--- config.mk ---
export PLATFORM = sky130hd
export DESIGN_NAME = fifo_flat
export DESIGN_NICKNAME = d
export VERILOG_FILES = /design/src/rtl/fifo_if.sv /design/src/rtl/fifo.sv /design/src/flat_wrapper.sv
export SDC_FILE = /design/constraint.sdc
export NUM_CORES = 1
export LEC_CHECK = 0
export CORE_MARGIN = 2
export CORE_UTILIZATION = 44
export CTS_BUF_LIST = sky130_fd_sc_hd__clkbuf_8
export CTS_CLUSTER_SIZE = 12
export DETAILED_ROUTE_END_ITERATION = 7
export PLACE_DENSITY_LB_ADDON = 0.2
export RECOVER_POWER = 100
export SLEW_MARGIN = 15
export SYNTH_ARGS = -nofsm -noshare
export SYNTH_HDL_FRONTEND = slang
export SYNTH_SLANG_ARGS = --single-unit
--- constraint.sdc ---
create_clock -name clk -period 2.65 [get_ports clk]
set_clock_uncertainty 0.1 [all_clocks]
set_input_delay 0.265 -clock clk [delete_from_list [all_inputs] [get_ports clk]]
set_output_delay 0.265 -clock clk [all_outputs]
set_load 0.01 [all_outputs]
--- src/rtl/fifo_if.sv ---
// Handshake and status bundle between a FIFO and the logic that feeds and drains it.
// The master side issues write/read requests and data; the slave side (the FIFO)
// returns read data and the occupancy flags.
interface fifo_if #(
  parameter int WL = 8
);
  logic          write_rq;
  logic          read_rq;
  logic [WL-1:0] data_in;
  logic [WL-1:0] data_out;
  logic          full;
  logic          empty;
  logic          almost_full;
  logic          almost_empty;

  modport master (
    output write_rq, read_rq, data_in,
    input  data_out, full, empty, almost_full, almost_empty
  );

  modport slave (
    input  write_rq, read_rq, data_in,
    output data_out, full, empty, almost_full, almost_empty
  );
endinterface

--- src/rtl/fifo.sv ---
// Single-clock synchronous FIFO of DEPTH words, WL bits each.
// Reads are registered (one-cycle latency) and read-before-write when a read and
// a write hit the same slot, which can only happen while the FIFO is full.
// Status flags are exact-level decodes of the occupancy count.
module fifo #(
  parameter int WL    = 8,
  parameter int DEPTH = 8
) (
  input logic   clk,
  input logic   n_rst,
  fifo_if.slave bus
);

  localparam int AW = $clog2(DEPTH);

  localparam logic [AW:0]   CNT_ZERO = '0;
  localparam logic [AW:0]   CNT_ONE  = (AW+1)'(1);
  localparam logic [AW:0]   CNT_AF   = (AW+1)'(DEPTH - 1);
  localparam logic [AW:0]   CNT_FULL = (AW+1)'(DEPTH);
  localparam logic [AW-1:0] PTR_ONE  = AW'(1);

  logic [WL-1:0] mem [DEPTH];
  logic [AW-1:0] wr_ptr;
  logic [AW-1:0] rd_ptr;
  logic [AW:0]   count;
  logic [WL-1:0] data_out_q;
  logic          wr_ok;
  logic          rd_ok;

  // A full FIFO still takes a write when a read frees a slot on the same edge;
  // an empty FIFO never services a read, even alongside a write.
  assign wr_ok = bus.write_rq & (~bus.full | bus.read_rq);
  assign rd_ok = bus.read_rq & ~bus.empty;

  assign bus.full         = (count == CNT_FULL);
  assign bus.empty        = (count == CNT_ZERO);
  assign bus.almost_full  = (count == CNT_AF);
  assign bus.almost_empty = (count == CNT_ONE);
  assign bus.data_out     = data_out_q;

  // Storage array: no reset, stale contents are unreachable once the pointers clear.
  always_ff @(posedge clk) begin
    if (wr_ok) begin
      mem[wr_ptr] <= bus.data_in;
    end
  end

  // Pointers, occupancy count and the registered read data.
  always_ff @(posedge clk or posedge n_rst) begin
    if (n_rst) begin
      wr_ptr     <= '0;
      rd_ptr     <= '0;
      count      <= '0;
      data_out_q <= '0;
    end else begin
      if (wr_ok) begin
        wr_ptr <= wr_ptr + PTR_ONE;
      end
      if (rd_ok) begin
        rd_ptr     <= rd_ptr + PTR_ONE;
        data_out_q <= mem[rd_ptr];
      end
      case ({wr_ok, rd_ok})
        2'b10:   count <= count + CNT_ONE;
        2'b01:   count <= count - CNT_ONE;
        default: count <= count;
      endcase
    end
  end

endmodule

--- src/flat_wrapper.sv ---
// flat-port wrapper written by rule: the top's interface ports become plain ports
module fifo_flat 
#(
  parameter int WL    = 8,
  parameter int DEPTH = 8
)
  (clk, n_rst, bus_write_rq, bus_read_rq, bus_data_in, bus_data_out, bus_full, bus_empty, bus_almost_full, bus_almost_empty);
  fifo_if #(.WL(WL)) bus_i ();
  input logic clk;
  input logic n_rst;
  input wire logic [$bits(bus_i.write_rq)-1:0] bus_write_rq;
  input wire logic [$bits(bus_i.read_rq)-1:0] bus_read_rq;
  input wire logic [$bits(bus_i.data_in)-1:0] bus_data_in;
  output wire logic [$bits(bus_i.data_out)-1:0] bus_data_out;
  output wire logic [$bits(bus_i.full)-1:0] bus_full;
  output wire logic [$bits(bus_i.empty)-1:0] bus_empty;
  output wire logic [$bits(bus_i.almost_full)-1:0] bus_almost_full;
  output wire logic [$bits(bus_i.almost_empty)-1:0] bus_almost_empty;
  assign bus_i.write_rq = bus_write_rq;
  assign bus_i.read_rq = bus_read_rq;
  assign bus_i.data_in = bus_data_in;
  assign bus_data_out = bus_i.data_out;
  assign bus_full = bus_i.full;
  assign bus_empty = bus_i.empty;
  assign bus_almost_full = bus_i.almost_full;
  assign bus_almost_empty = bus_i.almost_empty;
  fifo #(.WL(WL), .DEPTH(DEPTH)) u_core (.clk(clk), .n_rst(n_rst), .bus(bus_i));
endmodule
==> Implementation_results.wiki, run 1 <==
{| class="wikitable"
! Metric !! Value
|-
| Highest attainable clock frequency || 0.415 GHz
|-
| Pwr dens || 1060 nW/um^2
|-
| Kind of start point of the critical path || flop
|-
| CTS tree || yes
|-
| Drt drc || 0
|-
| Synthesized netlist net count || 228
|-
| Buffer depth of the longest clock path || 2
|-
| Syn Std Cell Area || 3380 um^2
|-
| Count of different cell masters after synthesis || 29
|-
| Clock transition at path regs || 0.08 ns
|-
| Global-route congestion overflow total || 0
|-
| Post-layout net count || 266
|-
| Via count of the first global-routing pass || 1,922
|-
| Count of input and output buffers || 23
|-
| Number of instances in the placed design || 336
|-
| Overall routed net length || 6500 um
|-
| Max VDD drop || 534 uV
|-
| Final HPWL from detailed placement || 4000 um
|-
| Iteration-0 DRC count of the detailed router || 116
|-
| Total power after layout || 4180 uW
|-
| Area share of the largest cell type after synthesis || 0.569
|-
| Die Outline Area || 8390 um^2
|-
| Drt first pass iters || 4
|-
| Hold Fails Final Rpt || 0
|-
| Std-Cell Rows || 31
|-
| Global-route usage over all layers || 0.173
|-
| Fin Setup TNS || 0 ns
|-
| Design Area, Final || 3950 um^2
|-
| FFs w/ async S/R, synth || 0.220
|-
| Type of the worst setup path || reg -> out
|-
| Worst Tran Pin Value || 0.883 ns
|-
| Core outline area || 7330 um^2
|-
| Initial cell density of the core || 0.460
|-
| Number of slew-limit violations in the final report || 0
|-
| Biggest area consumer among synthesized cells || edfxtp_1
|-
| Worst R2R Setup Slack || 0.33 ns
|-
| Diode count || 0
|-
| Area after detailed placement || 3770 um^2
|-
| Worst relative slew slack || 0.410
|-
| Flip-flop and latch count after synthesis || 82
|-
| Final ANT Viol Nets || 0
|-
| Cell with the most instances after synthesis || edfxtp_1
|-
| Share of the clock period used by the worst path || 0.910
|-
| Reg-to-Reg Start || u_core.count[0]
|-
| Number of sinks handled by clock tree synthesis || 82
|-
| Final std cells w/o fill || 352
|-
| Wire length per cell || 18.5 um
|-
| CP Capture Type || output pin
|-
| Leak pwr || 0.00143 uW
|-
| Ranking of synthesized cells by area || edfxtp_1 57%, dfrtp_1 13%, mux2_2 6.0%
|-
| Vias after detailed routing || 1,839
|-
| I/O pin count || 24
|-
| Ratio of routed vias to standard cells || 5.22
|-
| Setup Buffers After CTS || 0
|-
| Number of max-capacitance violations reported || 0
|-
| Wire length of the first global-routing pass || 10,400 um
|-
| Number of synthesized flops with an enable pin || 64
|-
| Total CTS buffers || 9
|-
| Classification of the worst-slack hold path || in -> async
|-
| Count of hold buffers inserted by post-cts repair || 0
|-
| Minimum clock period || 2.41 ns
|-
| Run status || finished, final reports clean
|-
| Number of cells on the worst reg-to-reg path || 8
|-
| Syn avg cell area || 16.1 um^2
|-
| RSZ-0062 raised after global routing || false
|-
| Fraction of layout cells with a size suffix above 1 || 0.146
|-
| Worst-skew pair later-pin latency || 0.35 ns
|-
| Critical register-to-register path endpoint || u_core.count[3]
|-
| Total of fill cells in the finished design || 613
|-
| Req. time, crit path || 2.29 ns
|-
| Antenna violations before repair || 0
|-
| Largest net degree at the start of global routing || 35
|-
| Share of synthesized area occupied by flip-flops and latches || 0.703
|-
| Total number of H-tree levels || 3
|-
| Leading cell types by count after synthesis || 64 x edfxtp_1, 18 x dfrtp_1, 18 x mux2_2
|-
| Warnings, synthesis || 0
|-
| Data arrival time at the worst-slack endpoint || 2.05 ns
|-
| Post-Synthesis Cells || 210
|-
| Routability cong. || 0.774
|-
| Area delta synth->final || 17.0%
|-
| CP max FO || 10
|-
| Setup violation total in the final timing report || 0
|-
| CTS Root Buffer Type || clkbuf_8
|-
| Dominant synthesized flop cell || edfxtp_1
|-
| Die outline width || 91.6 um
|-
| Die H || 91.6 um
|}
## per-stage QoR
stage | hold slack [ns] | setup WS, ns | util
6_report | 0.387 | 0.240 | 0.539
5_1_grt | 0.449 | 0.0538 | 0.539
4_1_cts | 0.282 | 0.152 | 0.544
3_5_place_dp | 0.400 | 0.213 | 0.514
3_3_place_gp | 0.391 | 0.250 | 0.514
2_1_floorplan | 0.104 | 0.320 | -
## critical path, cell delays in order (launching register included)
cell             delay (ns)
dfrtp_1                0.45
inv_1                  0.08
ha_1                   0.21
nor3b_2                0.20
buf_4                  0.21
clkdlybuf4s50_1        0.55
## cells in the final DEF, fill, tap and decap left out
cell type	Yosys	final
or4b_1	0	1
dlygate4sd3_1	0	20
xnor2_1	6	6
clkbuf_1	0	11
nand3_1	2	2
nor3b_2	0	1
and3b_1	1	1
nand4bb_1	1	1
clkinv_4	0	3
mux2i_1	17	17
a21oi_2	1	1
nor3_1	2	2
nor2_1	9	9
ha_1	6	6
o31ai_1	8	8
dfrtp_1	18	18
buf_4	3	2
clkinv_2	0	1
edfxtp_1	64	64
o22ai_1	8	8
nand4b_1	1	1
nand2_1	5	5
nand2b_1	4	4
clkdlybuf4s50_1	0	3
a22o_1	8	8
inv_1	5	6
nor3b_1	2	1
nand3b_1	2	2
clkbuf_8	0	9
o21ai_0	9	9
nor2b_1	1	1
mux2_2	18	18
xor2_1	2	2
bufinv_16	0	2
## power by group
group	internal [uW]	switching (uW)	total (uW)
logic	627	717	1340
registers	1690	177	1860
clock network	530	438	968
total	2840	1330	4180
## cell type report
class	count	area, um^2	area share
clock buffer	9	124	0.0314
timing repair buffer	36	287	0.0725
sequential	82	2370	0.601
clock inverter	7	95.1	0.0241
tap	99	124	0.0314
multi-input combinational	114	930	0.235
inverter	5	18.8	0.00475
## registers in the layout (all words and copies together) (netlist names)
register,cells
u_core.mem,64
u_core.wr_ptr,3
u_core.bus.data_out,8
u_core.rd_ptr,3
u_core.count,4
## timing repair
action / 4_1_cts / 5_1_grt
endpoints found under the setup margin: 0 / 1
resized for setup: 0 / 1
endpoints found under the hold margin: 0 / 0
## worst max-delay path by stage
| stage | start | to | cells past startpoint |
|---|---|---|---|
| finish | u_core.count[0] | bus_empty | 5 |
| global route | u_core.count[0] | bus_empty | 5 |
| CTS | u_core.count[0] | bus_empty | 5 |
| detailed placement | bus_read_rq | u_core.count[3] | 7 |
| global placement | bus_read_rq | u_core.count[3] | 7 |
| floorplan | u_core.count[0] | u_core.count[3] | 10 |
## metal layers
metal  wire length, um  part of all wire  global-route usage
met1              2910              0.45               0.212
met2              3240              0.50               0.292
met3               292             0.045              0.0573
met4                61            0.0094              0.0492
met5                 0                 0                   0
## cells by family after synthesis
family | synth area share
DFF | 0.703
muxes | 0.110
AOI/OAI and AO/OA | 0.0693
and+or+nand+nor | 0.0523
buffers and inverters | 0.0222
xor gates and xnor gates | 0.0208
adders and majority gates | 0.0222
No activity file was read; power rests on OpenSTA's default activity.
==> run 2: changes to the inputs <==
CORE_MARGIN = unset   (was 2)
CORE_UTILIZATION = 55   (was 44)
==> Implementation_results.wiki, run 2 (synthesized netlist as in run 1, its figures left out) <==
{| class="wikitable"
! Metric !! Value
|-
| Run status || finished, final reports clean
|-
| CP max FO || 10
|-
| Leading cell type in the layout, fill and taps excluded || edfxtp_1
|-
| Setup Buffers After CTS || 0
|-
| Via count of the first global-routing pass || 1,836
|-
| Die Outline Area || 6460 um^2
|-
| Global routing usage on met2 || 0.356
|-
| Req. time, crit path || 2.29 ns
|-
| Type of the worst setup path || reg -> out
|-
| Met3 usage in global routing || 0.0341
|-
| Count of hold buffers inserted by post-cts repair || 0
|-
| Cells along the critical path || inv_1 > ha_1 > nor3b_2 > buf_4 > clkdlybuf4s50_1
|-
| Fraction of layout cells with a size suffix above 1 || 0.145
|-
| Largest net degree at the start of global routing || 35
|-
| Crit path largest cell delay || 0.55 ns
|-
| Total number of H-tree levels || 3
|-
| Classification of the worst-slack hold path || in -> async
|-
| Leak pwr || 0.00144 uW
|-
| Worst-skew pair later-pin latency || 0.35 ns
|-
| Met1 capacity usage during global routing || 0.318
|-
| Die outline width || 80.3 um
|-
| Overall routed net length || 6570 um
|-
| CTS tree || yes
|-
| Antenna violations before repair || 0
|-
| Number of max-capacitance violations reported || 0
|-
| Worst Tran Pin Value || 0.817 ns
|-
| I/O pin count || 24
|-
| Number of instances in the placed design || 314
|-
| Minimum clock period || 2.37 ns
|-
| Pwr dens || 1080 nW/um^2
|-
| Drt first pass iters || 4
|-
| Global-route usage over all layers || 0.228
|-
| Number of sinks handled by clock tree synthesis || 82
|-
| Core outline area || 5920 um^2
|-
| Kind of start point of the critical path || flop
|-
| Share of the clock period used by the worst path || 0.896
|-
| Iteration-0 DRC count of the detailed router || 133
|-
| Wire length of the first global-routing pass || 10,100 um
|-
| Reg-to-Reg Start || u_core.count[0]
|-
| Die H || 80.3 um
|-
| Ratio of routed vias to standard cells || 5.66
|-
| Routability cong. || 0.750
|-
| Std-Cell Rows || 28
|-
| Setup violation total in the final timing report || 0
|-
| Fin Setup TNS || 0 ns
|-
| Final ANT Viol Nets || 0
|-
| Clock transition at path regs || 0.09 ns
|-
| CTS Root Buffer Type || clkbuf_8
|-
| Highest attainable clock frequency || 0.421 GHz
|-
| RSZ-0062 raised after global routing || false
|-
| Commonest cells after routing, fill and taps aside || 64 x edfxtp_1, 20 x dlygate4sd3_1, 18 x mux2_2, 18 x dfrtp_1, 17 x mux2i_1
|-
| Buffer depth of the longest clock path || 2
|-
| Worst relative slew slack || 0.453
|-
| Diode count || 0
|-
| Total CTS buffers || 9
|-
| Post-layout net count || 268
|-
| Final HPWL from detailed placement || 4130 um
|-
| Area delta synth->final || 16.6%
|-
| Max VDD drop || 770 uV
|-
| Data arrival time at the worst-slack endpoint || 2.01 ns
|-
| Vias after detailed routing || 1,868
|-
| Hold Fails Final Rpt || 0
|-
| Worst-path cell with the longest stage delay || clkdlybuf4s50_1
|-
| Wire length per cell || 19.9 um
|-
| Resize count post-CTS || 0
|-
| First element of the critical path || u_core.count[0]
|-
| Final std cells w/o fill || 330
|-
| GRT busiest layer || met2
|-
| Global-route congestion overflow total || 0
|-
| Initial cell density of the core || 0.570
|-
| CP Capture Type || output pin
|-
| Register containing the most flip-flops in the final layout || u_core.mem
|-
| Number of flip-flops under the largest register name || 64
|-
| Count of input and output buffers || 23
|-
| Drt drc || 0
|-
| Number of slew-limit violations in the final report || 0
|-
| Family with the most delay on the worst path || buffers and inverters
|-
| Worst path buffer plus inverter count || 3
|}
run 2: cell count changes in the layout (fill, tap and decap cells not counted), sizes merged:
| cell | previous run | this run |
|---|---|---|
| clkinvlp | 0 | 1 |
| clkbuf | 20 | 23 |
| clkinv | 4 | 0 |
| inv | 6 | 8 |
run 2: final timing paths:
check                                    endpoint  slack [ns]  cells past startpoint
max                                     bus_empty        0.28                      5
min reg2reg                u_core.bus.data_out[5]        0.42                      2
max reg2reg                       u_core.count[3]        0.33                      8
min                        u_core.bus.data_out[5]        0.39                      2
max in group asynchronous  u_core.bus.data_out[1]        1.56                      2
min in group clk           u_core.bus.data_out[5]        0.42                      2
run 2: layout make-up:
class,instances,area [um^2]
repair buffers,38,294
clock buffers,10,138
clock inverters,6,88.8
fillers,434,1990
well taps,75,93.8
multi-input cells,114,930
inverters,5,18.8
flip-flops and latches,82,2370
run 2: report_power, final:
group | leakage, uW | switching (uW) | internal, uW
registers | 0.000795 | 174 | 1690
clock network | 0.000115 | 458 | 560
logic | 0.000527 | 723 | 631
total | 0.00144 | 1350 | 2880
run 2: through the flow:
step | util | instance area, um^2 | worst slack, ns | hold WS, ns | total power [uW]
after floorplan | - | 3380 | 0.320 | 0.104 | 2820
after global placement | 0.634 | 3760 | 0.272 | 0.392 | 3280
after detailed placement | 0.634 | 3760 | 0.200 | 0.407 | 3320
after CTS | 0.673 | 3980 | 0.168 | 0.280 | 4330
after global routing | 0.665 | 3940 | 0.112 | 0.443 | 4470
final | 0.665 | 3940 | 0.276 | 0.392 | 4230
run 2: routing by layer:
layer / vias to the layer above / routed length (um)
li1: 884 / -
met1: 922 / 2940
met2: 54 / 3230
met3: 8 / 313
met4: 0 / 89
met5: - / 0
